===== src/rtl/conv_mac_engine.sv =====
// -----------------------------------------------------------------------------
// conv_mac_engine
//
// Sequential convolution MAC: computes the dot product of an N x N window of
// unsigned pixels with an N x N signed kernel, one tap per clock, using a
// single multiply-accumulate unit. N is chosen per operation (1..MAX_N).
//
// Optional feature macro: CONV_SAT_EN
//   defined   -> result_out is the accumulator clamped to the signed OUT_W
//                range; sat flags that clamping happened.
//   undefined -> result_out is the low OUT_W bits of the accumulator
//                (wrap-around); sat is constant 0.
//
// Ports:
//   clk        in   clock, rising edge
//   reset      in   synchronous active-high reset
//   start      in   request an operation (sampled in IDLE and DONE)
//   pixel      in   MAX_N*MAX_N unsigned pixels, element (r,c) at
//                   [(r*MAX_N+c)*DATA_W +: DATA_W]
//   kernel     in   signed kernel, same packing as pixel
//   dim        in   window dimension N (legal 1..MAX_N)
//   busy       out  high while taps are being accumulated
//   done       out  one-cycle completion pulse
//   result_out out  signed result, held until the next completion
//   err        out  last accepted request had an illegal dim
//   sat        out  last result was clamped
// -----------------------------------------------------------------------------
module conv_mac_engine #(
  parameter int DATA_W = 8,
  parameter int MAX_N  = 5,
  parameter int ACC_W  = 22,
  parameter int OUT_W  = 16
) (
  input  logic                              clk,
  input  logic                              reset,
  input  logic                              start,
  input  logic [MAX_N*MAX_N*DATA_W-1:0]     pixel,
  input  logic [MAX_N*MAX_N*DATA_W-1:0]     kernel,
  input  logic [2:0]                        dim,
  output logic                              busy,
  output logic                              done,
  output logic [OUT_W-1:0]                  result_out,
  output logic                              err,
  output logic                              sat
);

  localparam int TAPS   = MAX_N * MAX_N;
  localparam int PW     = TAPS * DATA_W;
  localparam int IDX_W  = $clog2(PW);
  localparam int PROD_W = 2 * DATA_W + 1;

  typedef enum logic [1:0] {
    S_IDLE = 2'd0,
    S_MAC  = 2'd1,
    S_DONE = 2'd2
  } state_e;

  state_e                    state_q, state_d;
  logic [PW-1:0]             pix_q, pix_d;
  logic [PW-1:0]             ker_q, ker_d;
  logic [2:0]                n_q, n_d;
  logic [2:0]                row_q, row_d;
  logic [2:0]                col_q, col_d;
  logic signed [ACC_W-1:0]   acc_q, acc_d;
  logic [OUT_W-1:0]          res_q, res_d;
  logic                      err_q, err_d;
  logic                      sat_q, sat_d;
  logic                      busy_q, busy_d;
  logic                      done_q, done_d;

  logic [IDX_W-1:0]          base_s;
  logic [DATA_W-1:0]         pix_tap_s;
  logic [DATA_W-1:0]         ker_tap_s;
  logic signed [PROD_W-1:0]  prod_s;
  logic signed [ACC_W-1:0]   acc_sum_s;
  logic [OUT_W:0]            conv_s;
  logic                      dim_ok_s;
  logic                      last_tap_s;
  logic                      last_col_s;

  // Accumulator to output conversion: returns {sat_flag, value}.
  function automatic logic [OUT_W:0] convert(input logic signed [ACC_W-1:0] a);
`ifdef CONV_SAT_EN
    logic [ACC_W-OUT_W:0] hi;
    hi = a[ACC_W-1:OUT_W-1];
    // In range when every bit above the OUT_W sign bit repeats the sign.
    if ((&hi) || !(|hi)) begin
      convert = {1'b0, a[OUT_W-1:0]};
    end else if (a[ACC_W-1]) begin
      convert = {1'b1, 1'b1, {(OUT_W-1){1'b0}}};
    end else begin
      convert = {1'b1, 1'b0, {(OUT_W-1){1'b1}}};
    end
`else
    convert = {1'b0, a[OUT_W-1:0]};
`endif
  endfunction

  // Tap selection, multiply and accumulate datapath.
  always_comb begin
    base_s     = IDX_W'((int'(row_q) * MAX_N + int'(col_q)) * DATA_W);
    pix_tap_s  = pix_q[base_s +: DATA_W];
    ker_tap_s  = ker_q[base_s +: DATA_W];
    // Pixel is zero-extended to make it a non-negative signed operand.
    prod_s     = PROD_W'($signed({1'b0, pix_tap_s})) * PROD_W'($signed(ker_tap_s));
    acc_sum_s  = acc_q + ACC_W'(prod_s);
    conv_s     = convert(acc_sum_s);
    dim_ok_s   = (dim != 3'd0) && (int'(dim) <= MAX_N);
    last_col_s = (col_q == (n_q - 3'd1));
    last_tap_s = last_col_s && (row_q == (n_q - 3'd1));
  end

  // Next-state and register-update logic.
  always_comb begin
    state_d = state_q;
    pix_d   = pix_q;
    ker_d   = ker_q;
    n_d     = n_q;
    row_d   = row_q;
    col_d   = col_q;
    acc_d   = acc_q;
    res_d   = res_q;
    err_d   = err_q;
    sat_d   = sat_q;
    case (state_q)
      // DONE accepts a new start exactly like IDLE, for back-to-back use.
      S_IDLE, S_DONE: begin
        if (start) begin
          pix_d = pixel;
          ker_d = kernel;
          n_d   = dim;
          acc_d = '0;
          row_d = 3'd0;
          col_d = 3'd0;
          if (dim_ok_s) begin
            state_d = S_MAC;
          end else begin
            // Illegal dimension completes immediately with an error result.
            state_d = S_DONE;
            err_d   = 1'b1;
            res_d   = '0;
            sat_d   = 1'b0;
          end
        end else begin
          state_d = S_IDLE;
        end
      end
      S_MAC: begin
        acc_d = acc_sum_s;
        if (last_tap_s) begin
          state_d = S_DONE;
          res_d   = conv_s[OUT_W-1:0];
          sat_d   = conv_s[OUT_W];
          err_d   = 1'b0;
        end else if (last_col_s) begin
          col_d = 3'd0;
          row_d = row_q + 3'd1;
        end else begin
          col_d = col_q + 3'd1;
        end
      end
      default: begin
        state_d = S_IDLE;
      end
    endcase
    busy_d = (state_d == S_MAC);
    done_d = (state_d == S_DONE);
  end

  // State and datapath registers with synchronous reset.
  always_ff @(posedge clk) begin
    if (reset) begin
      state_q <= S_IDLE;
      pix_q   <= '0;
      ker_q   <= '0;
      n_q     <= 3'd0;
      row_q   <= 3'd0;
      col_q   <= 3'd0;
      acc_q   <= '0;
      res_q   <= '0;
      err_q   <= 1'b0;
      sat_q   <= 1'b0;
      busy_q  <= 1'b0;
      done_q  <= 1'b0;
    end else begin
      state_q <= state_d;
      pix_q   <= pix_d;
      ker_q   <= ker_d;
      n_q     <= n_d;
      row_q   <= row_d;
      col_q   <= col_d;
      acc_q   <= acc_d;
      res_q   <= res_d;
      err_q   <= err_d;
      sat_q   <= sat_d;
      busy_q  <= busy_d;
      done_q  <= done_d;
    end
  end

  assign busy       = busy_q;
  assign done       = done_q;
  assign result_out = res_q;
  assign err        = err_q;
  assign sat        = sat_q;

endmodule


===== config.mk =====
export PLATFORM = sky130hd
export DESIGN_NAME = conv_mac_engine
export DESIGN_NICKNAME = d
export VERILOG_FILES = /design/src/rtl/conv_mac_engine.sv
export SDC_FILE = /design/constraint.sdc
export NUM_CORES = 1
export LEC_CHECK = 0
export CORE_MARGIN = 3
export CORE_UTILIZATION = 58
export DETAILED_ROUTE_END_ITERATION = 7
export DONT_BUFFER_PORTS = 1
export HOLD_SLACK_MARGIN = 0.06
export PLACE_DENSITY_LB_ADDON = 0.3
export SYNTH_ARGS = -nofsm -noshare
export SYNTH_HDL_FRONTEND = slang
export SYNTH_SLANG_ARGS = --single-unit

===== constraint.sdc =====
create_clock -name clk -period 14.95 [get_ports clk]
set_input_delay 4.485 -clock clk [delete_from_list [all_inputs] [get_ports clk]]
set_output_delay 4.485 -clock clk [all_outputs]
set_load 0.01 [all_outputs]

# Yosys cells after proc, flatten, opt, wreduce, memory -nomap -nowiden
# Index checks and enable logic that the tools add are counted.
# totals
register_bits	453
inputBits	406
out_inout_bits	20
elab_cells	68
# classes
addsub	5
multipliers	2
order_cmp	1
n_eq_ne	11
shift	2
muxes	24
n_reduce_logical	11
# op_table
op	n
200-bit by 9-bit indexed part select with 8-bit output	2
16-bit 2-to-1 mux	3
22-bit case mux with 2 select lines	1
16-bit case mux with 2 select lines	1
22-bit by 17-bit adder with 22-bit output	1
22-bit 2-to-1 mux	1
9-bit by 8-bit multiplier with 17-bit output	1
3-bit 2-to-1 mux	5
3-bit case mux with 2 select lines	2
2-bit inequality test (second input constant)	5
4-bit AND reduction	2
3-bit by 1-bit adder with 3-bit output (second input constant)	2
3-bit equality test	2
2-bit 2-to-1 mux	3
5-bit by 3-bit adder with 5-bit output	1
3-bit by 3-bit multiplier with 5-bit output (second input constant)	1
1-bit 2-to-1 mux	5
2-bit by 1-bit equality test with 1-bit output (second input constant)	2
2-bit equality test (second input constant)	2
1-bit case mux with 2 select lines	2
2-bit case mux with 2 select lines	1
2-bit AND reduction	2
3-bit <= comparator (second input constant)	1
3-bit AND reduction	1
6 further kinds	7

# Depth between registers and ports, before layout
# Gate-level depths: netlist of run 1.
# depth
ltp_word	7
depth_mapped	29

# Worst setup path after synthesis of run 1
# No wires, ideal clock.
# synth_path
path_type	reg2reg
startpoint	register row_q[0]
endpoint	register res_q[14], in the netlist result_out[14]
setup_time_ps	62
arrival_time_ps	7528
required_time_ps	14888
path_slack_ps	7360
stages_incl_launch_ff	26
n_path_buf	3
synth_period_minus_slack_ps	7590
cell_sequence	dfxtp_1 > ha_1 > ha_1 > fa_1 > buf_2 > buf_2 > clkbuf_1 > mux4_2 > mux4_2 > o21ai_0 > or2_2 > fa_1 > inv_1 > fa_1 > fa_1 > fa_1 > inv_1 > fa_1 > inv_1 > ha_1 > o21ai_0 > a21boi_0 > o21ai_0 > a21oi_1 > or4_1 > nand3_1
# synth_via
elab_chain_len	7
# synth_lines
item	line	source
from (decl)	62	logic [2:0] row_q, row_d;
from (signal assigned)	190	row_q <= row_d;
3-bit by 3-bit multiplier with 5-bit output	101	base_s = IDX_W'((int'(row_q) * MAX_N + int'(col_q)) * DATA_W);
5-bit by 3-bit adder with 5-bit output	101	
200-bit by 9-bit indexed part select with 8-bit output (on tied branches)	102, 103	
9-bit by 8-bit multiplier with 17-bit output	105	prod_s = PROD_W'($signed({1'b0, pix_tap_s})) * PROD_W'($signed(ker_tap_s));
22-bit by 17-bit adder with 22-bit output	106	acc_sum_s = acc_q + ACC_W'(prod_s);
16-bit 2-to-1 mux	150	if (last_tap_s) begin
16-bit case mux with 2 select lines	125	case (state_q)
to (signal assigned)	193	res_q <= res_d;
to (decl)	65	logic [OUT_W-1:0] res_q, res_d;
# Several ways; a longest one is shown, not always the timed one. The select of a mux whose other input is x is not followed.
# A chain may end at the register's enable or synchronous reset.

# Worst setup path in the final report of run 1
# layout_path
startpoint	register col_q[0]
endpoint	register acc_q[15]
# layout_via
elab_chain_len	5
# layout_lines
item	line	source
from (decl)	63	logic [2:0] col_q, col_d;
from (signal assigned)	191	col_q <= col_d;
5-bit by 3-bit adder with 5-bit output *	101	
200-bit by 9-bit indexed part select with 8-bit output (on tied branches)	102, 103	
9-bit by 8-bit multiplier with 17-bit output *	105	
22-bit by 17-bit adder with 22-bit output *	106	
22-bit case mux with 2 select lines *	125	
to (signal assigned)	179	acc_q <= '0;
to (signal assigned)	192	acc_q <= acc_d;
to (decl)	64	logic signed [ACC_W-1:0] acc_q, acc_d;
# Mark *: on every way between the ends. The rest lies on a longest branch, timed or not.

==> results of run 1 <==
## through the flow
| step | instances | hold slack [ps] |
|---|---|---|
| 3_3_place_gp | 2749 | 434.2 |
| 2_1_floorplan | 2456 | 433.1 |
| 3_5_place_dp | 2749 | 440.8 |
| 4_1_cts | 2831 | 450.7 |
| 6_report | 2833 | 447.8 |
| 5_1_grt | 2831 | 465.2 |
## power groups by stage
stage | sequential [mW] | clock (mW) | combinational, mW
floorplan | 1.31 | 0 | 0.336
global placement | 1.33 | 0 | 0.398
detailed placement | 1.33 | 0 | 0.410
CTS | 1.30 | 1.14 | 0.412
global route | 1.31 | 1.19 | 0.459
finish | 1.31 | 1.13 | 0.412
## worst max-delay path: cells and delay by family, from the launching register on
kind            cells  cell delay, ps
fa+ha+maj           7            3450
simple gates        3             750
flops               1             390
buf+inv             5            1520
compound gates      3            1580
mux                 2            1100
## layout by cell type (no fill, tap or decap), types with 3 or more instances in the layout
cell type,netlist,final
sky130_fd_sc_hd__nand2_1,839,839
sky130_fd_sc_hd__dfxtp_1,446,446
sky130_fd_sc_hd__a21oi_1,423,423
sky130_fd_sc_hd__mux4_2,110,110
sky130_fd_sc_hd__inv_1,76,76
sky130_fd_sc_hd__nor2_1,69,69
sky130_fd_sc_hd__ha_1,55,53
sky130_fd_sc_hd__fa_1,52,51
sky130_fd_sc_hd__clkbuf_16,0,46
sky130_fd_sc_hd__or2_2,27,27
sky130_fd_sc_hd__mux2i_1,25,25
sky130_fd_sc_hd__nand3_1,15,15
sky130_fd_sc_hd__o211ai_1,14,14
sky130_fd_sc_hd__a22oi_1,13,13
sky130_fd_sc_hd__o21ai_0,11,11
sky130_fd_sc_hd__clkbuf_8,0,11
sky130_fd_sc_hd__buf_4,4,11
sky130_fd_sc_hd__nor2b_1,12,10
sky130_fd_sc_hd__xnor2_1,10,10
sky130_fd_sc_hd__clkinv_2,0,10
sky130_fd_sc_hd__o21ai_1,9,9
sky130_fd_sc_hd__clkbuf_1,154,9
sky130_fd_sc_hd__xor2_1,9,8
sky130_fd_sc_hd__nand2b_1,8,7
sky130_fd_sc_hd__nor3_1,7,7
sky130_fd_sc_hd__a21o_1,6,6
sky130_fd_sc_hd__or3_1,3,3
sky130_fd_sc_hd__nand3b_1,3,3
sky130_fd_sc_hd__or4_1,3,3
## sequential cells by signal, summed over array words and instances (netlist names)
signal	cells
busy	1
n_q	3
pix_q	200
col_q	3
ker_q	200
result_out	16
err	1
done	1
state_q	2
row_q	3
acc_q	16
## layout make-up
| cell class | instances | area, µm² | share of cell area (%) |
|---|---|---|---|
| Multi-Input combinational cell | 1754 | 11320 | 49.85 |
| Antenna cell | 2 | 5.005 | 0.02205 |
| Clock buffer | 66 | 1336 | 5.887 |
| Timing Repair Buffer | 12 | 102.6 | 0.4520 |
| Clock inverter | 16 | 150.1 | 0.6614 |
| Inverter | 76 | 285.3 | 1.257 |
| Tap cell | 461 | 576.8 | 2.541 |
| Sequential cell | 446 | 8929 | 39.33 |
## kinds of logic (layout without fill, tap and decap cells)
kind of cell	Yosys count	in the layout	synth area share, %
AND/OR/NAND/NOR	993	993	18.56
AO/OA/AOI/OAI	497	497	12.49
flip-flops	446	446	42.18
buffers and inverters	256	170	4.729
multiplexers	136	136	12.99
adder cells (fa/ha/maj)	107	107	8.170
XOR/XNOR	20	20	0.8631
other	1	3	0.01772
## worst max-delay path by stage
stage	slack (ps)	endpoint	cells after the start	start
finish	5980	acc_q[15]	20	col_q[0]
global route	5340	acc_q[15]	20	col_q[0]
CTS	5950	acc_q[15]	20	row_q[0]
floorplan	7360	result_out[14]	25	row_q[0]
detailed placement	5990	acc_q[14]	22	row_q[0]
global placement	6120	result_out[15]	20	row_q[0]
## layer usage
layer / GRT usage (%) / routed length (µm) / vias to the layer above
li1: - / - / 7954
met1: 39.26 / 24030 / 8107
met2: 46.92 / 27670 / 657
met3: 7.488 / 5185 / 120
met4: 11.27 / 2208 / 4
met5: 0 / 33 / -
==> impl_summary.md, run 1 <==
Setup path
The start of the worst register-to-register path is col_q[0]. Data on the critical path is required at its endpoint by 15,390 ps. The endpoint identified for the worst register-to-register timing path is acc_q[15].

The critical setup path kind is reg2reg. Setup slack on the worst reg-to-reg path comes out at 5980 ps. The startpoint type of the worst setup path is a flop.

Among all stages on the critical path, the largest delay is contributed by sky130_fd_sc_hd__ha_4. The depth of the worst register-to-register path is 20. The worst setup path is captured at a flop.

Of all nets on the critical path, the largest fanout is 36. The arrival time at the worst endpoint is 9410 ps. The most common cell type on the critical path is sky130_fd_sc_hd__fa_1. For this run, the slowest stage of the critical path takes 760 ps. The signal on the critical path passes through ha_4, buf_4, buf_4, mux4_2, mux4_2, o21ai_0, or2_2, fa_1, inv_1, fa_1, fa_1, fa_1, inv_1, fa_1, inv_1, ha_1, a2111oi_0, o31ai_1, and3_1, nor4_1.

Final layout
The layout overhead on the synthesized area is 7.253%. After routing the design area is 22,700 µm². The post-route netlist has 9.789% of its cells at a drive strength greater than 1. After the last flow step, the layout net total stands at 2,848. The number of fill cells in the layout is 3,059. Once layout is complete, the utilization of the core stands at 63.51%.

Timing
The post-route setup TNS is 0 ps. The total count of hold-check failures in the final report is 0. Headroom to the max-slew limit came out at 1.259%. The final worst slack is 5976 ps. The count of final setup violators is 0. Timing would allow up to 0.1114 GHz. The final critical-path share of the clock period is 60.03%. Setup repair after global routing left no endpoint under its margin. The max-slew violation count is 0. The transition time of the tightest slew-check pin is 1481 ps. The clock tree skew after final layout is 29.53 ps.

The clock period minus worst slack is 8974 ps.

Clock network
CTS built an H-tree with a depth of 2. No sink is reached through more buffers than the 3 on the longest clock path. TritonCTS created 45 clock buffers.

TritonCTS built the clock tree. The clock transition time at the flip-flop clock pins of the worst setup and hold paths is 70 ps. The cell sitting at the root of the clock tree is a sky130_fd_sc_hd__clkbuf_16. The number of hold-repair buffers added at the cts stage is 0. After clock tree synthesis, the setup repair step added 0 buffers.

The count of clock tree sinks is 446. The number of gates given a new drive strength after cts is 0. The insertion delay of the later-clocked pin in the worst-skew pair is 580 ps.

Drt
The detailed-router iteration count before antenna repair is 6. The average wire per standard cell is 20.87 µm. The count of vias placed by the detailed router is 16,842.

In this run the remaining antenna-violating nets after routing total 0. For this run, design rule violations remaining after detail routing come to 0. The final layout contains routed wiring with a total length of 59,130 µm. After detailed routing, the number of vias per cell comes to 5.945.

The iteration-0 DRC count of the detailed router is 1,488.

Yosys
By area the synthesized netlist is led by sky130_fd_sc_hd__dfxtp_1 (42%), sky130_fd_sc_hd__nand2_1 (15%), sky130_fd_sc_hd__mux4_2 (12%). The number of enable-type register cells in the synthesized netlist is 0. The post-synth net total is 2,969. The area share of the largest cell type after synthesis is 42.18%. Counting distinct cell types in the post-synthesis netlist gives 53. Yosys printed 0 warnings. The area of the mapped netlist is 21,170 µm². The share of synthesized area occupied by flip-flops and latches is 42.18%.

The dominant register cell in the synthesized netlist is sky130_fd_sc_hd__dfxtp_1. Ranked by instance count, the synthesized netlist is headed by sky130_fd_sc_hd__nand2_1 (839), sky130_fd_sc_hd__dfxtp_1 (446), sky130_fd_sc_hd__a21oi_1 (423). Synthesis produced a netlist whose cell count is 2,456.

Yosys instantiated no cell more often than sky130_fd_sc_hd__nand2_1. After synthesis, the mean cell area works out to 8.618 µm². The share of flip-flops with an asynchronous set or reset is 0%.

Of all cell types, the one taking the most synthesized area is sky130_fd_sc_hd__dfxtp_1. The synthesized design contains 446 register bits.

Die
The die is 197.0 µm wide. In this run the core area contains 69 standard-cell rows. Measured along the y axis, the die boundary spans 197.0 µm. The die area is 38,820 µm². The starting density of the core is 59.22%. The total I/O pin count is 426. In this run the standard cell core region covers 35,740 µm².

Pwr
The completed layout was analyzed and its total power is 2.847 mW. The switching share of power is 26.71%. The ratio of total power to cell area is 125.4 nW/µm². The internal power of the cells totals 2.086 mW. The sequential fraction of design power is 45.9%.

Per report_power, the clock group accounts for 39.6% of the total. The power spent charging and discharging nets is 760.4 µW. The largest voltage drop on the vdd net is 0.1095 mV. The power share of the combinational group is 14.5%.

The analysis attributes to cell leakage a power of 8.694 nW.

Min path
The worst hold path was traced through 2 stages. The tightest min-delay check is of the reg2reg type. The worst hold path endpoint is pix_q[180]. The launch point of the worst hold path is pix_q[180].

Placed design
The placed cell area is 21,210 µm². The number of buffer cells added on primary ports is 0. After legalization and detailed placement, the total HPWL measured 42,020 µm. The weighted congestion at the end of routability-driven global placement is 0.9238. OpenSTA, run right after detailed placement, puts the worst setup slack at 5990 ps.

Global routing
Entering global routing, the biggest net connects 450 pins. The first-pass GRT wire length is 89,840 µm. The initial antenna violation count is 3. The overall fraction of global-route tracks in use is 29.50%.

The global route total overflow is 0. The via count of the first global-routing pass came to 16,331.

Flow run
The number of max-cap violations is 0.

Outcome
The run finished with clean final reports.
(Power assumes the default switching activity.)
==> run 2, diff against run 1 <==
Clock period 14.95 ns to 8.4 ns, I/O delays scaled along.
==> run 2 against run 1 <==
Compared with the run above:
- clock power up 97%
- non-clock buffer count is 27 higher
- utilization rose by 1.3 points
- hold slack improved by 2.9 ps
- sequential share of layout area down 0.77 points
==> impl_summary.md, run 2 (same netlist as run 1, synthesis figures left out) <==
Setup path
The endpoint identified for the worst register-to-register timing path is acc_q[14]. The worst setup path is of the reg2reg kind. The setup slack of the most critical reg-to-reg path is 340 ps. The data required time of the critical path is 8910 ps. The startpoint type of the worst setup path is a flop. Measured in cells, the most critical reg-to-reg path has a length of 24.

The largest fanout of any net on the critical path is 24. In this run the critical register-to-register path is launched from row_q[0]. STA puts the critical path data arrival time at 8570 ps. The kind of end point of the critical path is a flop.

Timing
The max-slew violation count was 0. The total count of hold-check failures in the final report is 0. The final critical-path share of the clock period is 95.91%. Between clock sinks in the finished design, the worst skew comes to 19.07 ps. The count of final setup violators is 0. Setup repair after global routing left no endpoint under its margin. The clock period minus worst slack is 8057 ps. The worst slack on hold paths is 450.7 ps. The transition time of the tightest slew-check pin is 1498 ps. The highest attainable clock frequency is 0.1241 GHz. The final worst slack is 343.4 ps. The post-route setup TNS is 0 ps. The tightest slew margin relative to the limit is 0.1601%.

Final layout
The multi-input combinational cell area is 11,320 µm². Fill cells in the final layout number 3,017. Cells fill 64.78% of the core in the end. Leaving out fill and tap cells, the most frequent cells in the layout are sky130_fd_sc_hd__nand2_1 (839), sky130_fd_sc_hd__dfxtp_1 (446), sky130_fd_sc_hd__a21oi_1 (423). The summed area of non-filler cells in the final layout is 23,150 µm².

The share of layout cells above drive strength 1 is 11.04%. The net total in the final layout is 2,877. The library cell used most frequently in the layout, excluding fill and tap cells, is sky130_fd_sc_hd__nand2_1.

The largest registers in the layout are ker_q (200), pix_q (200). Compared with the post-synthesis result, the final layout area differs by 9.394%. The sequential cell area is 8929 µm².

Die
The total I/O pin count is 426. The starting density of the core is 59.22%. The die covers 38,820 µm².

The floorplan step set the die width to 197.0 µm. The number of standard-cell rows in the floorplan is 69. The area of the core region is 35,740 µm². From bottom edge to top edge, the die measures 197.0 µm.

Pwr
The leakage component of the power is 8.938 nW. The ratio of total power to cell area is 229.8 nW/µm². VDD sags by at most 0.1783 mV.

Global routing
The via count of the first global-routing pass was 16,685. For this run the aggregate overflow at the end of global routing stands at 0. The first global-routing pass estimated 91,150 µm of wire. The initial antenna violation count is 4. In the global route stage, overall resource usage came out at 29.96%. Entering global routing, the biggest net connects 450 pins.

Placed design
At the placement stage, the worst setup path has a slack of 248.7 ps. The placed cell area is 21,410 µm². At the end of routability-driven placement, the weighted congestion stood at 0.9155. The number of buffer cells added on primary ports is 0. The half-perimeter wire length of the detailed placement result is 42,740 µm.

Min path
The worst min-delay path category is reg2reg. For hold timing, the worst endpoint is pix_q[108]. In this run the most critical hold path is launched from pix_q[108]. The worst hold path passes through 2 cells.

Drt
Dividing the detail-routed via count by the number of cells gives 5.984. The detailed router placed 17,131 vias in this run. In the final routed layout, each cell accounts on average for 20.98 µm. For this run, design rule violations remaining after detail routing come to 0. The remaining antenna violation count after routing is 0. The first detailed-routing pass ran for 5 iterations.

The final layout contains routed wiring with a total length of 60,060 µm. The iteration-0 DRC count of the detailed router is 1,308.

Clock network
In this run the deepest clock path goes through 3 buffers. The deepest level of the CTS H-tree is 2. TritonCTS built the clock tree. Once the clock tree was built, the resizer swapped 0 gates to a different size. Clock latency on the worst-skew pair, taken at its later pin, is 580 ps. The count of clock tree sinks is 446. The number of CTS-inserted buffers is 47. The clock transition time at the flip-flop clock pins of the worst setup and hold paths is 60 ps. The number of hold-repair buffers added at the cts stage is 0. CTS placed an instance of sky130_fd_sc_hd__clkbuf_16 at the clock tree root.

Flow run
The number of max-cap violations is 0.

Outcome
The run finished with clean final reports.
## run 2: changes by cell type in the layout (fill, tap and decap cells not counted), moves of 3 or more
cell                        change
sky130_fd_sc_hd__bufinv_16      +3
sky130_fd_sc_hd__buf_12         +3
sky130_fd_sc_hd__buf_4         +23
sky130_fd_sc_hd__clkbuf_1       -3
sky130_fd_sc_hd__clkbuf_8       +3
sky130_fd_sc_hd__clkbuf_16      +3
sky130_fd_sc_hd__clkinv_2       -5
## run 2: how the worst max path moves through the flow
stage / end / startpoint / slack [ps] / depth (start not counted)
floorplan: result_out[14] / row_q[0] / 810 / 25
global placement: result_out[15] / row_q[0] / 260 / 24
detailed placement: acc_q[14] / row_q[0] / 250 / 25
CTS: acc_q[14] / row_q[0] / 230 / 23
global route: acc_q[14] / row_q[0] / 1 / 24
finish: acc_q[14] / row_q[0] / 340 / 24
## run 2: repair_timing
action,CTS,global route
setup endpoints to repair,0,2
setup buffers,0,4
endpoints found under the hold margin,0,0
## run 2: area by class of cell
class	count	area share, %
clock inverters	16	1.027
multi-input cells	1754	48.87
diodes	2	0.02162
inverters	76	1.232
clock buffers	69	6.225
repair buffers	39	1.567
well taps	461	2.491
flip-flops and latches	446	38.56
## run 2: layer usage
metal  GRT usage [%]  share of wire [%]  up-vias
met4           11.38                3.7        4
met5               0              0.052        -
li1                -                  -     8019
met2           48.88                 48      655
met1           38.05                 39     8328
met3           8.767                9.2      125
## run 2: per-stage QoR
stage,power (mW),cells
after floorplan,2.935,2456
after global placement,3.105,2772
after detailed placement,3.131,2772
after CTS,5.342,2857
after global routing,5.516,2862
final,5.321,2863
## run 2: critical path, cell delays in order (launching register included)
cell and delay, ps:
sky130_fd_sc_hd__dfxtp_1 500, sky130_fd_sc_hd__ha_1 290, sky130_fd_sc_hd__ha_1 320, sky130_fd_sc_hd__fa_4 550
sky130_fd_sc_hd__xor2_4 200, sky130_fd_sc_hd__buf_4 360, sky130_fd_sc_hd__mux4_2 580, sky130_fd_sc_hd__o21ai_1 550
sky130_fd_sc_hd__nor2_1 140, sky130_fd_sc_hd__fa_1 500, sky130_fd_sc_hd__inv_1 50, sky130_fd_sc_hd__fa_1 520
sky130_fd_sc_hd__inv_1 50, sky130_fd_sc_hd__fa_1 480, sky130_fd_sc_hd__fa_1 500, sky130_fd_sc_hd__inv_1 50
sky130_fd_sc_hd__fa_1 490, sky130_fd_sc_hd__inv_1 40, sky130_fd_sc_hd__ha_1 330, sky130_fd_sc_hd__o21ai_0 130
sky130_fd_sc_hd__a21boi_0 190, sky130_fd_sc_hd__o21ai_0 330, sky130_fd_sc_hd__a21oi_1 180, sky130_fd_sc_hd__or4_1 510
sky130_fd_sc_hd__nand3_1 100
## run 2: report_power, final
part	leakage, nW	total (mW)	switching, mW	internal [mW]
Sequential	3.66	2.32	0.0753	2.25
Combinational	4.45	0.771	0.451	0.320
Clock	0.829	2.23	0.879	1.35
Total	8.94	5.32	1.41	3.92
